===== src/rtl/decode_issue_ctrl_pkg.sv =====
// Shared decode types: instruction classes, queue entry layout and
// per-class register-usage / serialization helpers.
package decode_issue_ctrl_pkg;

    typedef logic [31:0] inst_t;
    typedef logic [63:0] u64;

    // RV64I base + CSR/system classes; NOP doubles as "illegal encoding".
    typedef enum logic [5:0] {
        NOP, LUI, AUIPC, JAL, JALR,
        BEQ, BNE, BLT, BGE, BLTU, BGEU,
        LB, LH, LW, LD, LBU, LHU, LWU,
        SB, SH, SW, SD,
        ADDI, SLTI, SLTIU, XORI, ORI, ANDI, SLLI, SRLI, SRAI,
        ADD, SUB, SLL, SLT, SLTU, XOR, SRL, SRA, OR, AND,
        ADDIW, SLLIW, SRLIW, SRAIW,
        ADDW, SUBW, SLLW, SRLW, SRAW,
        FENCE, ECALL, EBREAK, MRET,
        CSRRW, CSRRS, CSRRC, CSRRWI, CSRRSI, CSRRCI
    } instruction_type;

    typedef enum logic [1:0] {
        ST_RUN,
        ST_DRAIN,
        ST_BLOCK
    } issue_state_e;

    typedef struct packed {
        inst_t inst;
        u64    pc;
    } queue_entry_t;

    // Ops that must run alone: wait for an empty pipe, then block until commit.
    function automatic logic is_serial(input instruction_type op);
        case (op)
            CSRRW, CSRRS, CSRRC, CSRRWI, CSRRSI, CSRRCI, ECALL, MRET: is_serial = 1'b1;
            default: is_serial = 1'b0;
        endcase
    endfunction

    // rs1 is treated as live for everything except the no-source forms.
    function automatic logic uses_rs1(input instruction_type op);
        case (op)
            LUI, AUIPC, JAL, NOP: uses_rs1 = 1'b0;
            default: uses_rs1 = 1'b1;
        endcase
    endfunction

    // rs2 is only read by register-register ALU ops, stores and branches.
    function automatic logic uses_rs2(input instruction_type op);
        case (op)
            ADD, SUB, SLL, SLT, SLTU, XOR, SRL, SRA, OR, AND,
            ADDW, SUBW, SLLW, SRLW, SRAW,
            SB, SH, SW, SD,
            BEQ, BNE, BLT, BGE, BLTU, BGEU: uses_rs2 = 1'b1;
            default: uses_rs2 = 1'b0;
        endcase
    endfunction

endpackage


===== src/rtl/decode_issue_ctrl_if.sv =====
// Fetch -> decode -> execute handshake bundle plus the hazard/serialization
// side-band signals. slave = the decode controller, master = its environment.
interface decode_issue_ctrl_if #(
    parameter int STALL_CNT_W = 32
);
    import decode_issue_ctrl_pkg::*;

    logic                   in_valid;
    logic                   in_ready;
    inst_t                  in_inst;
    u64                     in_pc;
    logic                   out_valid;
    logic                   out_ready;
    instruction_type        out_op;
    inst_t                  out_inst;
    u64                     out_pc;
    logic [4:0]             out_rs1;
    logic [4:0]             out_rs2;
    logic [4:0]             out_rd;
    logic                   ex_load_valid;
    logic [4:0]             ex_load_rd;
    logic                   pipe_empty;
    logic                   serial_done;
    logic                   flush;
    logic [STALL_CNT_W-1:0] stall_cnt;

    modport slave (
        input  in_valid, in_inst, in_pc, out_ready,
        input  ex_load_valid, ex_load_rd, pipe_empty, serial_done, flush,
        output in_ready, out_valid, out_op, out_inst, out_pc,
        output out_rs1, out_rs2, out_rd, stall_cnt
    );

    modport master (
        output in_valid, in_inst, in_pc, out_ready,
        output ex_load_valid, ex_load_rd, pipe_empty, serial_done, flush,
        input  in_ready, out_valid, out_op, out_inst, out_pc,
        input  out_rs1, out_rs2, out_rd, stall_cnt
    );

endinterface


===== src/rtl/decode_issue_ctrl_parse.sv =====
// Opcode classifier: maps a 32-bit RV64I/Zicsr word to instruction_type.
// Anything not recognised classifies as NOP.
module parse_instruction
    import decode_issue_ctrl_pkg::*;
(
    input  inst_t           i_inst,
    output instruction_type o_op
);

    logic [6:0] w_opcode;
    logic [2:0] w_funct3;
    logic [6:0] w_funct7;

    assign w_opcode = i_inst[6:0];
    assign w_funct3 = i_inst[14:12];
    assign w_funct7 = i_inst[31:25];

    // Decode tree keyed on opcode, then funct3/funct7
    always_comb begin
        o_op = NOP;
        case (w_opcode)
            7'b0110111: o_op = LUI;
            7'b0010111: o_op = AUIPC;
            7'b1101111: o_op = JAL;
            7'b1100111: if (w_funct3 == 3'b000) o_op = JALR;
            7'b0001111: o_op = FENCE;
            7'b1100011: begin
                case (w_funct3)
                    3'b000: o_op = BEQ;
                    3'b001: o_op = BNE;
                    3'b100: o_op = BLT;
                    3'b101: o_op = BGE;
                    3'b110: o_op = BLTU;
                    3'b111: o_op = BGEU;
                    default: o_op = NOP;
                endcase
            end
            7'b0000011: begin
                case (w_funct3)
                    3'b000: o_op = LB;
                    3'b001: o_op = LH;
                    3'b010: o_op = LW;
                    3'b011: o_op = LD;
                    3'b100: o_op = LBU;
                    3'b101: o_op = LHU;
                    3'b110: o_op = LWU;
                    default: o_op = NOP;
                endcase
            end
            7'b0100011: begin
                case (w_funct3)
                    3'b000: o_op = SB;
                    3'b001: o_op = SH;
                    3'b010: o_op = SW;
                    3'b011: o_op = SD;
                    default: o_op = NOP;
                endcase
            end
            7'b0010011: begin
                case (w_funct3)
                    3'b000: o_op = ADDI;
                    3'b010: o_op = SLTI;
                    3'b011: o_op = SLTIU;
                    3'b100: o_op = XORI;
                    3'b110: o_op = ORI;
                    3'b111: o_op = ANDI;
                    // RV64 shift amounts are 6 bits, so only inst[31:26] selects the form
                    3'b001: if (i_inst[31:26] == 6'b000000) o_op = SLLI;
                    3'b101: begin
                        if (i_inst[31:26] == 6'b000000)      o_op = SRLI;
                        else if (i_inst[31:26] == 6'b010000) o_op = SRAI;
                    end
                    default: o_op = NOP;
                endcase
            end
            7'b0110011: begin
                if (w_funct7 == 7'b0000000) begin
                    case (w_funct3)
                        3'b000: o_op = ADD;
                        3'b001: o_op = SLL;
                        3'b010: o_op = SLT;
                        3'b011: o_op = SLTU;
                        3'b100: o_op = XOR;
                        3'b101: o_op = SRL;
                        3'b110: o_op = OR;
                        3'b111: o_op = AND;
                        default: o_op = NOP;
                    endcase
                end else if (w_funct7 == 7'b0100000) begin
                    if (w_funct3 == 3'b000)      o_op = SUB;
                    else if (w_funct3 == 3'b101) o_op = SRA;
                end
            end
            7'b0011011: begin
                if (w_funct3 == 3'b000) o_op = ADDIW;
                else if (w_funct3 == 3'b001 && w_funct7 == 7'b0000000) o_op = SLLIW;
                else if (w_funct3 == 3'b101 && w_funct7 == 7'b0000000) o_op = SRLIW;
                else if (w_funct3 == 3'b101 && w_funct7 == 7'b0100000) o_op = SRAIW;
            end
            7'b0111011: begin
                if (w_funct7 == 7'b0000000) begin
                    if (w_funct3 == 3'b000)      o_op = ADDW;
                    else if (w_funct3 == 3'b001) o_op = SLLW;
                    else if (w_funct3 == 3'b101) o_op = SRLW;
                end else if (w_funct7 == 7'b0100000) begin
                    if (w_funct3 == 3'b000)      o_op = SUBW;
                    else if (w_funct3 == 3'b101) o_op = SRAW;
                end
            end
            7'b1110011: begin
                case (w_funct3)
                    3'b000: begin
                        if (i_inst == 32'h0000_0073)      o_op = ECALL;
                        else if (i_inst == 32'h0010_0073) o_op = EBREAK;
                        else if (i_inst == 32'h3020_0073) o_op = MRET;
                    end
                    3'b001: o_op = CSRRW;
                    3'b010: o_op = CSRRS;
                    3'b011: o_op = CSRRC;
                    3'b101: o_op = CSRRWI;
                    3'b110: o_op = CSRRSI;
                    3'b111: o_op = CSRRCI;
                    default: o_op = NOP;
                endcase
            end
            default: o_op = NOP;
        endcase
    end

endmodule


===== src/rtl/decode_issue_ctrl.sv =====
// Decode-stage controller: 2-entry instruction queue, head classification,
// load-use interlock, CSR/ECALL/MRET serialization and flush handling.
module decode_issue_ctrl #(
    parameter int DEPTH       = 2,
    parameter int STALL_CNT_W = 32
) (
    input  logic              clk,
    input  logic              reset,
    decode_issue_ctrl_if.slave bus
);
    import decode_issue_ctrl_pkg::*;

    localparam int PTR_W = $clog2(DEPTH);
    localparam int CNT_W = PTR_W + 1;

    queue_entry_t           r_mem [DEPTH];
    logic [PTR_W-1:0]       r_wr_ptr;
    logic [PTR_W-1:0]       r_rd_ptr;
    logic [CNT_W-1:0]       r_count;
    issue_state_e           r_state;
    logic [STALL_CNT_W-1:0] r_stall_cnt;

    queue_entry_t    w_head;
    instruction_type w_head_op;
    logic [4:0]      w_rs1;
    logic [4:0]      w_rs2;
    logic [4:0]      w_rd;
    logic            w_not_empty;
    logic            w_in_ready;
    logic            w_enq;
    logic            w_deq;
    logic            w_hazard;
    logic            w_head_serial;
    logic            w_out_valid;

    // Head is read straight from the registered queue, so a word written this
    // cycle only becomes visible next cycle (no fetch->issue bypass).
    assign w_head      = r_mem[r_rd_ptr];
    assign w_rs1       = w_head.inst[19:15];
    assign w_rs2       = w_head.inst[24:20];
    assign w_rd        = w_head.inst[11:7];
    assign w_not_empty = (r_count != '0);
    assign w_in_ready  = (r_count < CNT_W'(DEPTH));
    assign w_enq       = bus.in_valid && w_in_ready;
    assign w_deq       = w_out_valid && bus.out_ready;

    parse_instruction u_parse (
        .i_inst (w_head.inst),
        .o_op   (w_head_op)
    );

    assign w_head_serial = is_serial(w_head_op);

    // x0 never carries a real dependency, so a load to x0 does not interlock.
    assign w_hazard = bus.ex_load_valid && (bus.ex_load_rd != 5'd0) &&
                      ((uses_rs1(w_head_op) && (w_rs1 == bus.ex_load_rd)) ||
                       (uses_rs2(w_head_op) && (w_rs2 == bus.ex_load_rd)));

    // Issue permission per FSM state
    always_comb begin
        w_out_valid = 1'b0;
        case (r_state)
            ST_RUN:   w_out_valid = w_not_empty && !w_hazard && !w_head_serial;
            ST_DRAIN: w_out_valid = w_not_empty && bus.pipe_empty;
            default:  w_out_valid = 1'b0;
        endcase
    end

    // Queue payload storage; writes dropped while a flush is in progress
    always_ff @(posedge clk) begin
        if (w_enq && !bus.flush) begin
            r_mem[r_wr_ptr] <= '{inst: bus.in_inst, pc: bus.in_pc};
        end
    end

    // Queue pointers, occupancy and RUN/DRAIN/BLOCK sequencing; flush wins
    always_ff @(posedge clk or posedge reset) begin
        if (reset) begin
            r_wr_ptr <= '0;
            r_rd_ptr <= '0;
            r_count  <= '0;
            r_state  <= ST_RUN;
        end else if (bus.flush) begin
            r_wr_ptr <= '0;
            r_rd_ptr <= '0;
            r_count  <= '0;
            r_state  <= ST_RUN;
        end else begin
            if (w_enq) r_wr_ptr <= r_wr_ptr + PTR_W'(1);
            if (w_deq) r_rd_ptr <= r_rd_ptr + PTR_W'(1);
            r_count <= r_count + CNT_W'(w_enq) - CNT_W'(w_deq);
            case (r_state)
                ST_RUN:   if (w_not_empty && w_head_serial) r_state <= ST_DRAIN;
                ST_DRAIN: if (w_deq) r_state <= ST_BLOCK;
                ST_BLOCK: if (bus.serial_done) r_state <= ST_RUN;
                default:  r_state <= ST_RUN;
            endcase
        end
    end

    // Saturating count of cycles where work is queued but nothing issues
    always_ff @(posedge clk or posedge reset) begin
        if (reset) begin
            r_stall_cnt <= '0;
        end else if (w_not_empty && !w_out_valid && !bus.flush && (r_stall_cnt != '1)) begin
            r_stall_cnt <= r_stall_cnt + STALL_CNT_W'(1);
        end
    end

    assign bus.in_ready  = w_in_ready;
    assign bus.out_valid = w_out_valid;
    assign bus.out_op    = w_head_op;
    assign bus.out_inst  = w_head.inst;
    assign bus.out_pc    = w_head.pc;
    assign bus.out_rs1   = w_rs1;
    assign bus.out_rs2   = w_rs2;
    assign bus.out_rd    = w_rd;
    assign bus.stall_cnt = r_stall_cnt;

endmodule


===== src/flat_wrapper.sv =====
// flat-port wrapper written by rule: the top's interface ports become plain ports
module decode_issue_ctrl_flat import decode_issue_ctrl_pkg::*;
#(
    parameter int DEPTH       = 2,
    parameter int STALL_CNT_W = 32
)
  (clk, reset, bus_in_valid, bus_in_inst, bus_in_pc, bus_out_ready, bus_ex_load_valid, bus_ex_load_rd, bus_pipe_empty, bus_serial_done, bus_flush, bus_in_ready, bus_out_valid, bus_out_op, bus_out_inst, bus_out_pc, bus_out_rs1, bus_out_rs2, bus_out_rd, bus_stall_cnt);
  decode_issue_ctrl_if #(.STALL_CNT_W(STALL_CNT_W)) bus_i ();
  input  logic clk;
  input  logic reset;
  input wire logic [$bits(bus_i.in_valid)-1:0] bus_in_valid;
  input wire logic [$bits(bus_i.in_inst)-1:0] bus_in_inst;
  input wire logic [$bits(bus_i.in_pc)-1:0] bus_in_pc;
  input wire logic [$bits(bus_i.out_ready)-1:0] bus_out_ready;
  input wire logic [$bits(bus_i.ex_load_valid)-1:0] bus_ex_load_valid;
  input wire logic [$bits(bus_i.ex_load_rd)-1:0] bus_ex_load_rd;
  input wire logic [$bits(bus_i.pipe_empty)-1:0] bus_pipe_empty;
  input wire logic [$bits(bus_i.serial_done)-1:0] bus_serial_done;
  input wire logic [$bits(bus_i.flush)-1:0] bus_flush;
  output wire logic [$bits(bus_i.in_ready)-1:0] bus_in_ready;
  output wire logic [$bits(bus_i.out_valid)-1:0] bus_out_valid;
  output wire logic [$bits(bus_i.out_op)-1:0] bus_out_op;
  output wire logic [$bits(bus_i.out_inst)-1:0] bus_out_inst;
  output wire logic [$bits(bus_i.out_pc)-1:0] bus_out_pc;
  output wire logic [$bits(bus_i.out_rs1)-1:0] bus_out_rs1;
  output wire logic [$bits(bus_i.out_rs2)-1:0] bus_out_rs2;
  output wire logic [$bits(bus_i.out_rd)-1:0] bus_out_rd;
  output wire logic [$bits(bus_i.stall_cnt)-1:0] bus_stall_cnt;
  assign bus_i.in_valid = bus_in_valid;
  assign bus_i.in_inst = bus_in_inst;
  assign bus_i.in_pc = bus_in_pc;
  assign bus_i.out_ready = bus_out_ready;
  assign bus_i.ex_load_valid = bus_ex_load_valid;
  assign bus_i.ex_load_rd = bus_ex_load_rd;
  assign bus_i.pipe_empty = bus_pipe_empty;
  assign bus_i.serial_done = bus_serial_done;
  assign bus_i.flush = bus_flush;
  assign bus_in_ready = bus_i.in_ready;
  assign bus_out_valid = bus_i.out_valid;
  assign bus_out_op = bus_i.out_op;
  assign bus_out_inst = bus_i.out_inst;
  assign bus_out_pc = bus_i.out_pc;
  assign bus_out_rs1 = bus_i.out_rs1;
  assign bus_out_rs2 = bus_i.out_rs2;
  assign bus_out_rd = bus_i.out_rd;
  assign bus_stall_cnt = bus_i.stall_cnt;
  decode_issue_ctrl #(.DEPTH(DEPTH), .STALL_CNT_W(STALL_CNT_W)) u_core (.clk(clk), .reset(reset), .bus(bus_i));
endmodule

===== config.mk =====
export PLATFORM = sky130hd
export DESIGN_NAME = decode_issue_ctrl_flat
export DESIGN_NICKNAME = d
export VERILOG_FILES = /design/src/rtl/decode_issue_ctrl_pkg.sv /design/src/rtl/decode_issue_ctrl_if.sv /design/src/rtl/decode_issue_ctrl_parse.sv /design/src/rtl/decode_issue_ctrl.sv /design/src/flat_wrapper.sv
export SDC_FILE = /design/constraint.sdc
export NUM_CORES = 1
export LEC_CHECK = 0
export CAP_MARGIN = 20
export CELL_PAD_IN_SITES_DETAIL_PLACEMENT = 0
export CELL_PAD_IN_SITES_GLOBAL_PLACEMENT = 1
export CORE_UTILIZATION = 43
export CTS_BUF_LIST = sky130_fd_sc_hd__clkbuf_4 sky130_fd_sc_hd__clkbuf_8 sky130_fd_sc_hd__clkbuf_16
export CTS_CLUSTER_DIAMETER = 120
export DETAILED_ROUTE_END_ITERATION = 10
export GPL_TIMING_DRIVEN = 1
export PLACE_DENSITY_LB_ADDON = 0.1
export SLEW_MARGIN = 20
export SYNTH_ARGS = -nofsm -noshare
export SYNTH_HDL_FRONTEND = slang
export SYNTH_SLANG_ARGS = --single-unit

===== constraint.sdc =====
create_clock -name clk -period 17.8 [get_ports clk]
set_input_delay 5.34 -clock clk [delete_from_list [all_inputs] [get_ports clk]]
set_output_delay 5.34 -clock clk [all_outputs]
set_load 0.1 [all_outputs]

# [Word-level counts from Yosys, hierarchy flattened]
# Memory sizes are Yosys's and may differ from the RTL's.
# Index checks and enable logic that the tools add are counted.
# Widths: inputs -> output; s select.
[totals] input_bits=109 out_inout_bits=151 mem_count=3 ram_bits=192 wordCells=135 rom_bits=112 register_bits=38
[op_classes] n_reduce_logical=34 n_addsub=5 n_lt_le_gt_ge=1 muxes=43 n_eq_ne=44
[memory_table] name="u_core.r_mem" words=2 width=96 read_ports=1 rd_clocked_by_memory_dff=0 write_ports=1 line="decode_issue_ctrl.sv:16" source="queue_entry_t r_mem [DEPTH];"
[memory_table] name="(no name shown)" words=64 width=1 read_ports=1 rd_clocked_by_memory_dff=0 write_ports=0 line="decode_issue_ctrl_pkg.sv:51" source="case (op)"
[memory_table] name="(no name shown)" words=8 width=6 read_ports=1 rd_clocked_by_memory_dff=0 write_ports=0 line="decode_issue_ctrl_parse.sv:78" source="case (w_funct3)"
[op_table] cell="$mux 6" n=18
[op_table] cell="$pmux 6 s13" n=1
[op_table] cell="$eq 6x6->1 const B" n=8
[op_table] cell="$pmux 6 s8" n=1
[op_table] cell="$pmux 6 s7" n=1
[op_table] cell="$eq 7x6->1 const B" n=5
[op_table] cell="$pmux 5 s7" n=1
[op_table] cell="$add 32x1->32 const B" n=1
[op_table] cell="$eq 32x21->1 const B" n=1
[op_table] cell="$eq 32x30->1 const B" n=1
[op_table] cell="$eq 32x7->1 const B" n=1
[op_table] cell="$ne 32x32->1 const B" n=1
[op_table] cell="$eq 7x7->1 const B" n=4
[op_table] cell="$pmux 4 s6" n=1
[op_table] cell="$eq 7x5->1 const B" n=3
[op_table] cell="$pmux 5 s4" n=1
[op_table] cell="$logic_and 1x1->1" n=17
[op_table] cell="$mux 5" n=3
[op_table] cell="$eq 3x3->1 const B" n=4
[op_table] cell="$eq 6x2->1 const B" n=2
[op_table] cell="$logic_not 6->1" n=2
[op_table] cell="$eq 5x5->1" n=2
[op_table] cell="$mux 2" n=5
[op_table] cell="$mux 1" n=8
[op_table] cell="27 further kinds" n=35

# [Depth between registers and ports, before layout]
# Gate-level depths: netlist (run 1).
# An unclocked memory read counts as a cell.
[depth] depth_word=22 depth_mapped=25 depth_no_buf=22

# [Modules after synthesis]
# Synthesis (run 1) repeated with hierarchy kept, for this count alone.
[hier_totals] cells_unflattened=726 area_unflattened_um2=10423.7
[modules_own_cells] module="decode_issue_ctrl" instances=1 seq_area_each_um2=6716.4 cells_each=535 area_per_inst_um2=9253.9
[modules_own_cells] module="parse_instruction" instances=1 seq_area_each_um2=0.0 cells_each=191 area_per_inst_um2=1169.9

# [Least setup slack after synthesis (run 1)]
# Ideal clock, no wire load.
[synth_timing] path_type="input to register" start="input bus_in_valid" end="memory u_core.r_mem[0][0] in the netlist's numbering, enable pin" slack_ps=4528 arrival_time_ps=12583 stages=2 setup_time_ps=688 n_path_buf=0 t_required_ps=17112 path_cell_list="nor2b_1 > nor3b_1"
[synth_between] elab_chain_cells=4
[synth_lines] item="from (decl)" line="flat_wrapper.sv:11" source="input wire logic [$bits(bus_i.in_valid)-1:0] bus_in_valid;"
[synth_lines] item="$logic_and 1x1->1" line="decode_issue_ctrl.sv:44" source="assign w_enq = bus.in_valid && w_in_ready;"
[synth_lines] item="$logic_and 1x1->1" line="decode_issue_ctrl.sv:71" source="if (w_enq && !bus.flush) begin"
[synth_lines] item="$mux 1" line="decode_issue_ctrl.sv:71"
[synth_lines] item="$mux 1 (implied by the code)" line="decode_issue_ctrl.sv:72" source="r_mem[r_wr_ptr] <= '{inst: bus.in_inst, pc: bus.in_pc};"
[synth_lines] item="to (decl)" line="decode_issue_ctrl.sv:16"
# No other way between the ends.

# [Worst setup path in the final report (run 1)]
[layout_timing] start="input bus_ex_load_rd[0]" end="output bus_out_valid"
[layout_between] elab_chain_cells=8 elab_cells_between_ends=12 classes_between="eq/ne (2); mux (1); reduce/logical (9)"
[layout_lines] item="from (decl)" line="flat_wrapper.sv:16" source="input wire logic [$bits(bus_i.ex_load_rd)-1:0] bus_ex_load_rd;"
[layout_lines] item="$eq 5x5->1 (on tied branches)" line="decode_issue_ctrl.sv:56, decode_issue_ctrl.sv:57"
[layout_lines] item="$logic_and 1x1->1 (on tied branches)" line="decode_issue_ctrl.sv:56, decode_issue_ctrl.sv:57"
[layout_lines] item="$logic_or 1x1->1" line="decode_issue_ctrl.sv:56" source="((uses_rs1(w_head_op) && (w_rs1 == bus.ex_load_rd)) ||"
[layout_lines] item="$logic_and 1x1->1 *" line="decode_issue_ctrl.sv:55" source="assign w_hazard = bus.ex_load_valid && (bus.ex_load_rd != 5'd0) &&"
[layout_lines] item="$logic_not 1->1 *" line="decode_issue_ctrl.sv:63" source="ST_RUN: w_out_valid = w_not_empty && !w_hazard && !w_head_serial;"
[layout_lines] item="$logic_and 1x1->1 * (2 in a row)" line="decode_issue_ctrl.sv:63"
[layout_lines] item="$pmux 1 s2 *" line="decode_issue_ctrl.sv:62" source="case (r_state)"
[layout_lines] item="to (decl)" line="flat_wrapper.sv:21" source="output wire logic [$bits(bus_i.out_valid)-1:0] bus_out_valid;"
# Mark *: on every way between the ends. The rest lies on a longest branch, timed or not.

==> results of run 1 <==
metrics by stage:
step	std cells	total power [mW]	setup WS [ns]	util (%)	instance area, µm²
after floorplan	805	1.506	4.528	-	10910
after global placement	1350	1.728	3.521	55.61	13680
after detailed placement	1350	1.729	3.510	55.61	13680
after CTS	1395	2.233	3.504	58.84	14480
after global routing	1396	2.295	3.434	58.85	14480
final	1396	2.215	3.518	58.85	14480
power by group through the flow:
stage | Clock (mW) | Sequential (mW) | Combinational, mW
detailed placement | 0 | 0.685 | 1.04
global placement | 0 | 0.683 | 1.05
floorplan | 0 | 0.718 | 0.789
CTS | 0.512 | 0.674 | 1.05
finish | 0.500 | 0.674 | 1.04
global route | 0.532 | 0.679 | 1.08
worst register-to-register path, delay by kind of cell (launching register included):
| family | cells | cell delay, ns |
|---|---|---|
| simple gates | 7 | 1.86 |
| mux | 2 | 1.08 |
| compound gates | 3 | 0.89 |
| buf+inv | 3 | 0.84 |
| flops | 1 | 0.74 |
| fa+ha+maj | 3 | 0.71 |
| xor+xnor | 2 | 0.27 |
worst max path at each step:
stage                     slack (ns)            endpoint         startpoint  cells after the start
after CTS                       3.50       bus_out_valid  bus_ex_load_rd[0]                     10
after global routing            3.43       bus_out_valid  bus_ex_load_rd[0]                     10
after detailed placement        3.51       bus_out_valid  bus_ex_load_rd[0]                     10
after global placement          3.52       bus_out_valid  bus_ex_load_rd[0]                     10
final                           3.52       bus_out_valid  bus_ex_load_rd[0]                     10
after floorplan                 4.53  u_core.r_mem[0][0]       bus_in_valid                      2
routing by layer:
| metal | part of all wire (%) | wire [µm] | vias up | GRT usage (%) |
|---|---|---|---|---|
| met5 | 0.048 | 13 | - | 0 |
| met4 | 2.0 | 547 | 2 | 5.274 |
| met3 | 8.3 | 2236 | 33 | 6.754 |
| met2 | 46 | 12420 | 223 | 32.92 |
| met1 | 43 | 11610 | 3636 | 26.87 |
| li1 | - | - | 3565 | - |
placed cells by master (no fill, tap or decap), types with 18 or more instances in the layout:
master                              n
sky130_fd_sc_hd__inv_1             25
sky130_fd_sc_hd__nor2_1            44
sky130_fd_sc_hd__a21oi_1           22
sky130_fd_sc_hd__nand3_1           29
sky130_fd_sc_hd__edfxtp_1         192
sky130_fd_sc_hd__clkbuf_16         25
sky130_fd_sc_hd__xor2_1            31
sky130_fd_sc_hd__o21ai_0           18
sky130_fd_sc_hd__nor3_1            30
sky130_fd_sc_hd__nand2_1           44
sky130_fd_sc_hd__clkdlybuf4s50_1  259
sky130_fd_sc_hd__mux2_2            89
sky130_fd_sc_hd__dfrtp_1           37
area by class of cell:
class                           instances  share of cell area [%]
Timing Repair Buffer                  267                   18.32
Multi-Input combinational cell        503                   26.29
Antenna cell                            1                 0.01728
Inverter                               26                  0.6740
Clock inverter                         14                  0.8555
Tap cell                              324                   2.800
Sequential cell                       230                   46.41
Clock buffer                           31                   4.632
logic make-up after synthesis:
group	synth area share, %
muxes	10.08
DFF	61.59
and+or+nand+nor	12.54
AOI/OAI and AO/OA	7.355
adders and majority gates	1.469
xor gates and xnor gates	3.373
buffers and inverters	3.591
registers in the layout, summed over array words and instances (netlist names):
signal,flops
u_core.bus.stall_cnt,32
u_core.r_count,2
u_core.r_mem,192
u_core.r_rd_ptr,1
u_core.r_state,2
u_core.r_wr_ptr,1
synthesized netlist by cell type (9+ instances only):
library cell / n / share of area (%)
sky130_fd_sc_hd__nand2_1: 44 / 1.5
sky130_fd_sc_hd__nor3b_1: 9 / 0.62
sky130_fd_sc_hd__a21oi_1: 22 / 1.0
sky130_fd_sc_hd__xnor2_1: 11 / 0.88
sky130_fd_sc_hd__o21ai_0: 18 / 0.83
sky130_fd_sc_hd__xor2_1: 31 / 2.5
sky130_fd_sc_hd__nor3_1: 30 / 1.4
sky130_fd_sc_hd__nor2_1: 44 / 1.5
sky130_fd_sc_hd__mux2_2: 89 / 9.2
sky130_fd_sc_hd__buf_4: 19 / 1.3
sky130_fd_sc_hd__ha_1: 12 / 1.4
sky130_fd_sc_hd__inv_1: 25 / 0.86
sky130_fd_sc_hd__edfxtp_1: 192 / 53
sky130_fd_sc_hd__nand3_1: 29 / 1.3
sky130_fd_sc_hd__clkbuf_1: 15 / 0.52
sky130_fd_sc_hd__and3_1: 13 / 0.75
sky130_fd_sc_hd__dfrtp_1: 38 / 8.7
==> impl_metrics.env, run 1 <==
export IMPL_run_status="complete, no violations"
export IMPL_critical_path_top_delay_family="buffers and inverters"
export IMPL_holdPathEnd="u_core.bus.stall_cnt[5]"
export IMPL_cts_root_buf="sky130_fd_sc_hd__clkbuf_16"
export IMPL_syn_nets=926
export IMPL_worstPathCellList="clkdlybuf4s50_1 > or4_1 > o21ai_0 > or3_1 > nor3b_1 > nand2_1 > nor3_1 > a2111o_1 > o31ai_4 > clkdlybuf4s50_1"
export IMPL_switchingPower_mw=1.018
export IMPL_cts_max_path_buffers=3
export IMPL_synth_cell_types=79
export IMPL_timing_critical_path_from_type="input port"
export IMPL_finalSetupViolations=0
export IMPL_critical_path_max_fanout=3
export IMPL_power_clock_fraction_pct=22.6
export IMPL_clock_latency_ns=0.53
export IMPL_grtUsageTotal_pct=20.56
export IMPL_synthCells=805
export IMPL_rsz0062_at_grt="false"
export IMPL_total_leakage_power_nw=5.191
export IMPL_yosys_register_bits=230
export IMPL_vias_per_cell=5.343
export IMPL_power_per_cell_area_nw_per_um2=153.0
export IMPL_final_min_period_over_clock_period_pct=80.23
export IMPL_tritoncts_num_buffers=25
export IMPL_worstPathArrival_ns=8.94
export IMPL_power_switching_share_pct=45.95
export IMPL_syn_cell_area_um2=10910
export IMPL_detailed_place_hpwl_mm=18.78
export IMPL_maximum_number_of_pins_on_one_net_before_global_route_repair=66
export IMPL_drcViolationCount=0
export IMPL_regToRegStartpoint="u_core.r_rd_ptr"
export IMPL_power_frac_comb_pct=47.0
export IMPL_endpoint_class_of_the_critical_path="output port"
export IMPL_tritoncts="yes"
export IMPL_drt_iter0_markers=529
export IMPL_ys_warnings_count=0
export IMPL_r2r_worst_path_cells=20
export IMPL_internal_power_mw=1.197
export IMPL_min_period_ns=14.28
export IMPL_tritoncts_num_sinks=230
export IMPL_multi_input_area_um2=3806
export IMPL_gpl_final_weighted_congestion=0.8820
export IMPL_final_net_count=1174
export IMPL_total_negative_setup_slacks_ns=0
export IMPL_rows=57
export IMPL_path_clk_slew_ns=0.05
export IMPL_drive_gt1_share_pct=15.03
export IMPL_fp_coreArea_um2=24600
export IMPL_grt_remaining_overflow=0
export IMPL_detail_route_antenna_nets=0
export IMPL_post_cts_setup_repair_buffer_count=0
export IMPL_final_hold_viol_count=0
export IMPL_final_max_slew_viol_count=0
export IMPL_fillCellCount=2046
export IMPL_synth_edf_count=192
export IMPL_max_h_tree_level=1
export IMPL_number_of_detailed_routing_iterations_run_before_antenna_repair=5
export IMPL_vias=7459
export IMPL_worst_path_largest_cell_delay_ns=1.17
export IMPL_part_of_the_power_in_registers_pct=30.4
export IMPL_crit_required_ns=12.46
export IMPL_grt_antenna_before_repair=2
export IMPL_drt_total_wl_mm=26.83
export IMPL_beginning_of_the_worst_hold_path="u_core.bus.stall_cnt[5]"
export IMPL_buffer_ports_inserted=259
export IMPL_timing_max_slew_rel_slack_pct=29.78
export IMPL_max_slew_worst_pin_slew_ns=1.050
export IMPL_synth_seq_area_share_pct=61.59
export IMPL_clock_skew_final_ns=0.008836
export IMPL_avgRoutedWirePerCell_um=19.22
export IMPL_cts_hold_buf=0
export IMPL_fmax_mhz=70.02
export IMPL_critical_path_n_buffers_inverters=2
export IMPL_layout_area_overhead_vs_synth_pct=32.77
export IMPL_crit_path_top_delay_cell="sky130_fd_sc_hd__clkdlybuf4s50_1"
export IMPL_ioPinCount=260
export IMPL_initial_utilization_pct=44.32
export IMPL_reg2reg_slack_ns=11.27
export IMPL_first_global_vias=7576
export IMPL_whs_path_depth=1
export IMPL_die_span_in_x_um=161.3
export IMPL_timing_worst_setup_path_type="input port to output port"
export IMPL_die_h_um=161.3
export IMPL_async_reset_ff_share_pct=16.52
export IMPL_sequential_cell_area_um2=6720
export IMPL_grt_first_pass_wirelength_mm=41.92
export IMPL_worst_hold_slack_ns=0.4832
export IMPL_cts_resized=0
export IMPL_worst_r2r_endpoint="u_core.r_count[1]"
export IMPL_area_of_the_die_um2=26000
export IMPL_cpMostUsedCell="sky130_fd_sc_hd__clkdlybuf4s50_1"
export IMPL_holdCritPathClass="flop to flop"
export IMPL_timing_max_cap_violations=0
export IMPL_syn_area_per_cell_um2=13.55
export IMPL_synth_ff_type="sky130_fd_sc_hd__edfxtp_1"
export IMPL_vdd_drop_max_mv=0.1402
Note: power is estimated with default switching activity, not from simulation.
==> run 2: changes to the inputs <==
--- a/config.mk
+++ b/config.mk
@@ -8,7 +8,7 @@
 export CAP_MARGIN = 20
 export CELL_PAD_IN_SITES_DETAIL_PLACEMENT = 0
 export CELL_PAD_IN_SITES_GLOBAL_PLACEMENT = 1
-export CORE_UTILIZATION = 43
+export CORE_UTILIZATION = 40
 export CTS_BUF_LIST = sky130_fd_sc_hd__clkbuf_4 sky130_fd_sc_hd__clkbuf_8 sky130_fd_sc_hd__clkbuf_16
 export CTS_CLUSTER_DIAMETER = 120
 export DETAILED_ROUTE_END_ITERATION = 10
==> constraint.sdc (replaced) <==
create_clock -name clk -period 13.5 [get_ports clk]
set_input_delay 4.05 -clock clk [delete_from_list [all_inputs] [get_ports clk]]
set_output_delay 4.05 -clock clk [all_outputs]
set_load 0.1 [all_outputs]
==> run 2 against run 1 <==
Via count is 0.15% lower. Combinational power is 33% higher. Worst hold slack better by 0.0041 ns. Critical endpoint unchanged. Largest cell class unchanged.
==> impl_metrics.env, run 2 (synthesis gave the netlist of run 1 again) <==
export IMPL_die_span_in_x_um=167.1
export IMPL_mostFrequentLayoutCells="sky130_fd_sc_hd__clkdlybuf4s50_1 (258), sky130_fd_sc_hd__edfxtp_1 (192), sky130_fd_sc_hd__mux2_2 (89)"
export IMPL_grt_met1_usage_pct=25.66
export IMPL_timing_worst_setup_path_type="input port to output port"
export IMPL_cts_resized=0
export IMPL_layout_area_overhead_vs_synth_pct=32.49
export IMPL_max_slew_worst_pin_slew_ns=1.096
export IMPL_power_per_cell_area_nw_per_um2=199.4
export IMPL_drt_total_wl_mm=27.75
export IMPL_maximum_number_of_pins_on_one_net_before_global_route_repair=68
export IMPL_largest_register="u_core.r_mem"
export IMPL_max_reg_flops=192
export IMPL_crit_required_ns=9.45
export IMPL_total_negative_setup_slacks_ns=0
export IMPL_drive_gt1_share_pct=15.21
export IMPL_cpMostUsedCell="sky130_fd_sc_hd__buf_4"
export IMPL_clock_skew_final_ns=0.009434
export IMPL_holdCritPathClass="flop to flop"
export IMPL_total_leakage_power_nw=5.171
export IMPL_timing_critical_path_from_type="input port"
export IMPL_crit_path_top_delay_cell="sky130_fd_sc_hd__or4_1"
export IMPL_rsz0062_at_grt="false"
export IMPL_number_of_detailed_routing_iterations_run_before_antenna_repair=5
export IMPL_vdd_drop_max_mv=0.1577
export IMPL_final_net_count=1175
export IMPL_worstPathCellList="clkdlybuf4s50_1 > or4_1 > o21ai_0 > or3_1 > nor3b_1 > nand2_1 > nor3_1 > a2111o_1 > o31ai_4 > buf_4 > buf_4"
export IMPL_detail_route_antenna_nets=0
export IMPL_die_h_um=167.1
export IMPL_final_min_period_over_clock_period_pct=82.81
export IMPL_avgRoutedWirePerCell_um=19.61
export IMPL_critical_path_n_buffers_inverters=3
export IMPL_ioPinCount=260
export IMPL_detailed_place_hpwl_mm=19.38
export IMPL_first_global_vias=7514
export IMPL_grt_remaining_overflow=0
export IMPL_drt_iter0_markers=581
export IMPL_worstPathArrival_ns=7.13
export IMPL_final_max_slew_viol_count=0
export IMPL_initial_utilization_pct=40.58
export IMPL_path_clk_slew_ns=0.06
export IMPL_tritoncts_num_buffers=25
export IMPL_timing_max_slew_rel_slack_pct=26.69
export IMPL_post_route_cell_area_um2=14450
export IMPL_clock_latency_ns=0.52
export IMPL_drcViolationCount=0
export IMPL_run_status="complete, no violations"
export IMPL_use_met3_pct=6.381
export IMPL_cts_max_path_buffers=3
export IMPL_grt_antenna_before_repair=2
export IMPL_grt_first_pass_wirelength_mm=42.76
export IMPL_leading_cell_type_in_the_layout_fill_and_taps_excluded="sky130_fd_sc_hd__clkdlybuf4s50_1"
export IMPL_tritoncts_num_sinks=230
export IMPL_tritoncts="yes"
export IMPL_worst_path_largest_cell_delay_ns=0.53
export IMPL_grt_most_used_layer="met2"
export IMPL_placedInstanceArea_um2=13710
export IMPL_cts_root_buf="sky130_fd_sc_hd__clkbuf_16"
export IMPL_dpl_worst_slack_ns=2.308
export IMPL_vias=7448
export IMPL_gpl_final_weighted_congestion=0.8471
export IMPL_min_period_ns=11.18
export IMPL_met2_usage_pct=31.54
export IMPL_post_cts_setup_repair_buffer_count=0
export IMPL_fp_coreArea_um2=26880
export IMPL_cts_hold_buf=0
export IMPL_finalSetupViolations=0
export IMPL_vias_per_cell=5.264
export IMPL_max_h_tree_level=1
export IMPL_final_hold_viol_count=0
export IMPL_area_of_the_die_um2=27930
export IMPL_fmax_mhz=89.45
export IMPL_grtUsageTotal_pct=19.61
export IMPL_buffer_ports_inserted=259
export IMPL_critical_path_max_fanout=24
export IMPL_timing_max_cap_violations=0
export IMPL_rows=60
export IMPL_endpoint_class_of_the_critical_path="output port"
export IMPL_critical_path_top_delay_family="buffers and inverters"
export IMPL_worst_hold_slack_ns=0.4873
export IMPL_layout_setup_ws_ns=2.320
[run 2: cell count changes in the layout (fill, tap and decap cells not counted)]
| cell | previous run | this run |
|---|---|---|
| sky130_fd_sc_hd__buf_4 | 8 | 10 |
| sky130_fd_sc_hd__bufinv_16 | 2 | 0 |
| sky130_fd_sc_hd__clkbuf_4 | 6 | 7 |
| sky130_fd_sc_hd__clkdlybuf4s50_1 | 259 | 258 |
| sky130_fd_sc_hd__clkinv_2 | 2 | 3 |
| sky130_fd_sc_hd__diode_2 | 1 | 2 |
| sky130_fd_sc_hd__inv_16 | 1 | 0 |
| sky130_fd_sc_hd__inv_6 | 0 | 1 |
[run 2: report_power, final]
part,internal [mW],switching (mW)
logic,0.344,1.03
registers,0.843,0.0466
clock network,0.352,0.263
total,1.54,1.34
[run 2: path summary, 6_finish.rpt]
kind                                              start                       to  slack (ns)  cells after the start
worst max-delay path                  bus_ex_load_rd[0]            bus_out_valid        2.32                     11
min in group asynchronous                         reset  u_core.bus.stall_cnt[5]        3.95                      3
worst max register to register          u_core.r_rd_ptr        u_core.r_count[1]        6.88                     22
max in group asynchronous                         reset          u_core.r_rd_ptr        9.18                      3
worst min-delay path            u_core.bus.stall_cnt[5]  u_core.bus.stall_cnt[5]        0.49                      1
worst min register to register  u_core.bus.stall_cnt[5]  u_core.bus.stall_cnt[5]        0.49                      1
[run 2: through the flow]
stage	total power [mW]	util [%]	std cells
finish	2.881	53.76	1415
global route	2.990	53.75	1414
CTS	2.908	53.74	1413
detailed placement	2.281	51.01	1368
global placement	2.282	51.01	1368
floorplan	1.986	-	805
[run 2: layer usage]
| layer | wire [µm] | share of wire, % |
|---|---|---|
| met3 | 2426 | 8.7 |
| met2 | 12700 | 46 |
| met1 | 12090 | 44 |
| met5 | 0 | 0 |
| met4 | 535 | 1.9 |
[run 2: cell type report]
cell class              instances  area, µm²
diodes                          2      5.005
clock buffers                  32      678.2
clock inverters                13      57.56
fillers                      2340      12430
inverters                      26      97.59
multi-input cells             503       3806
flip-flops and latches        230       6720
well taps                     341      426.7
repair buffers                268       2658
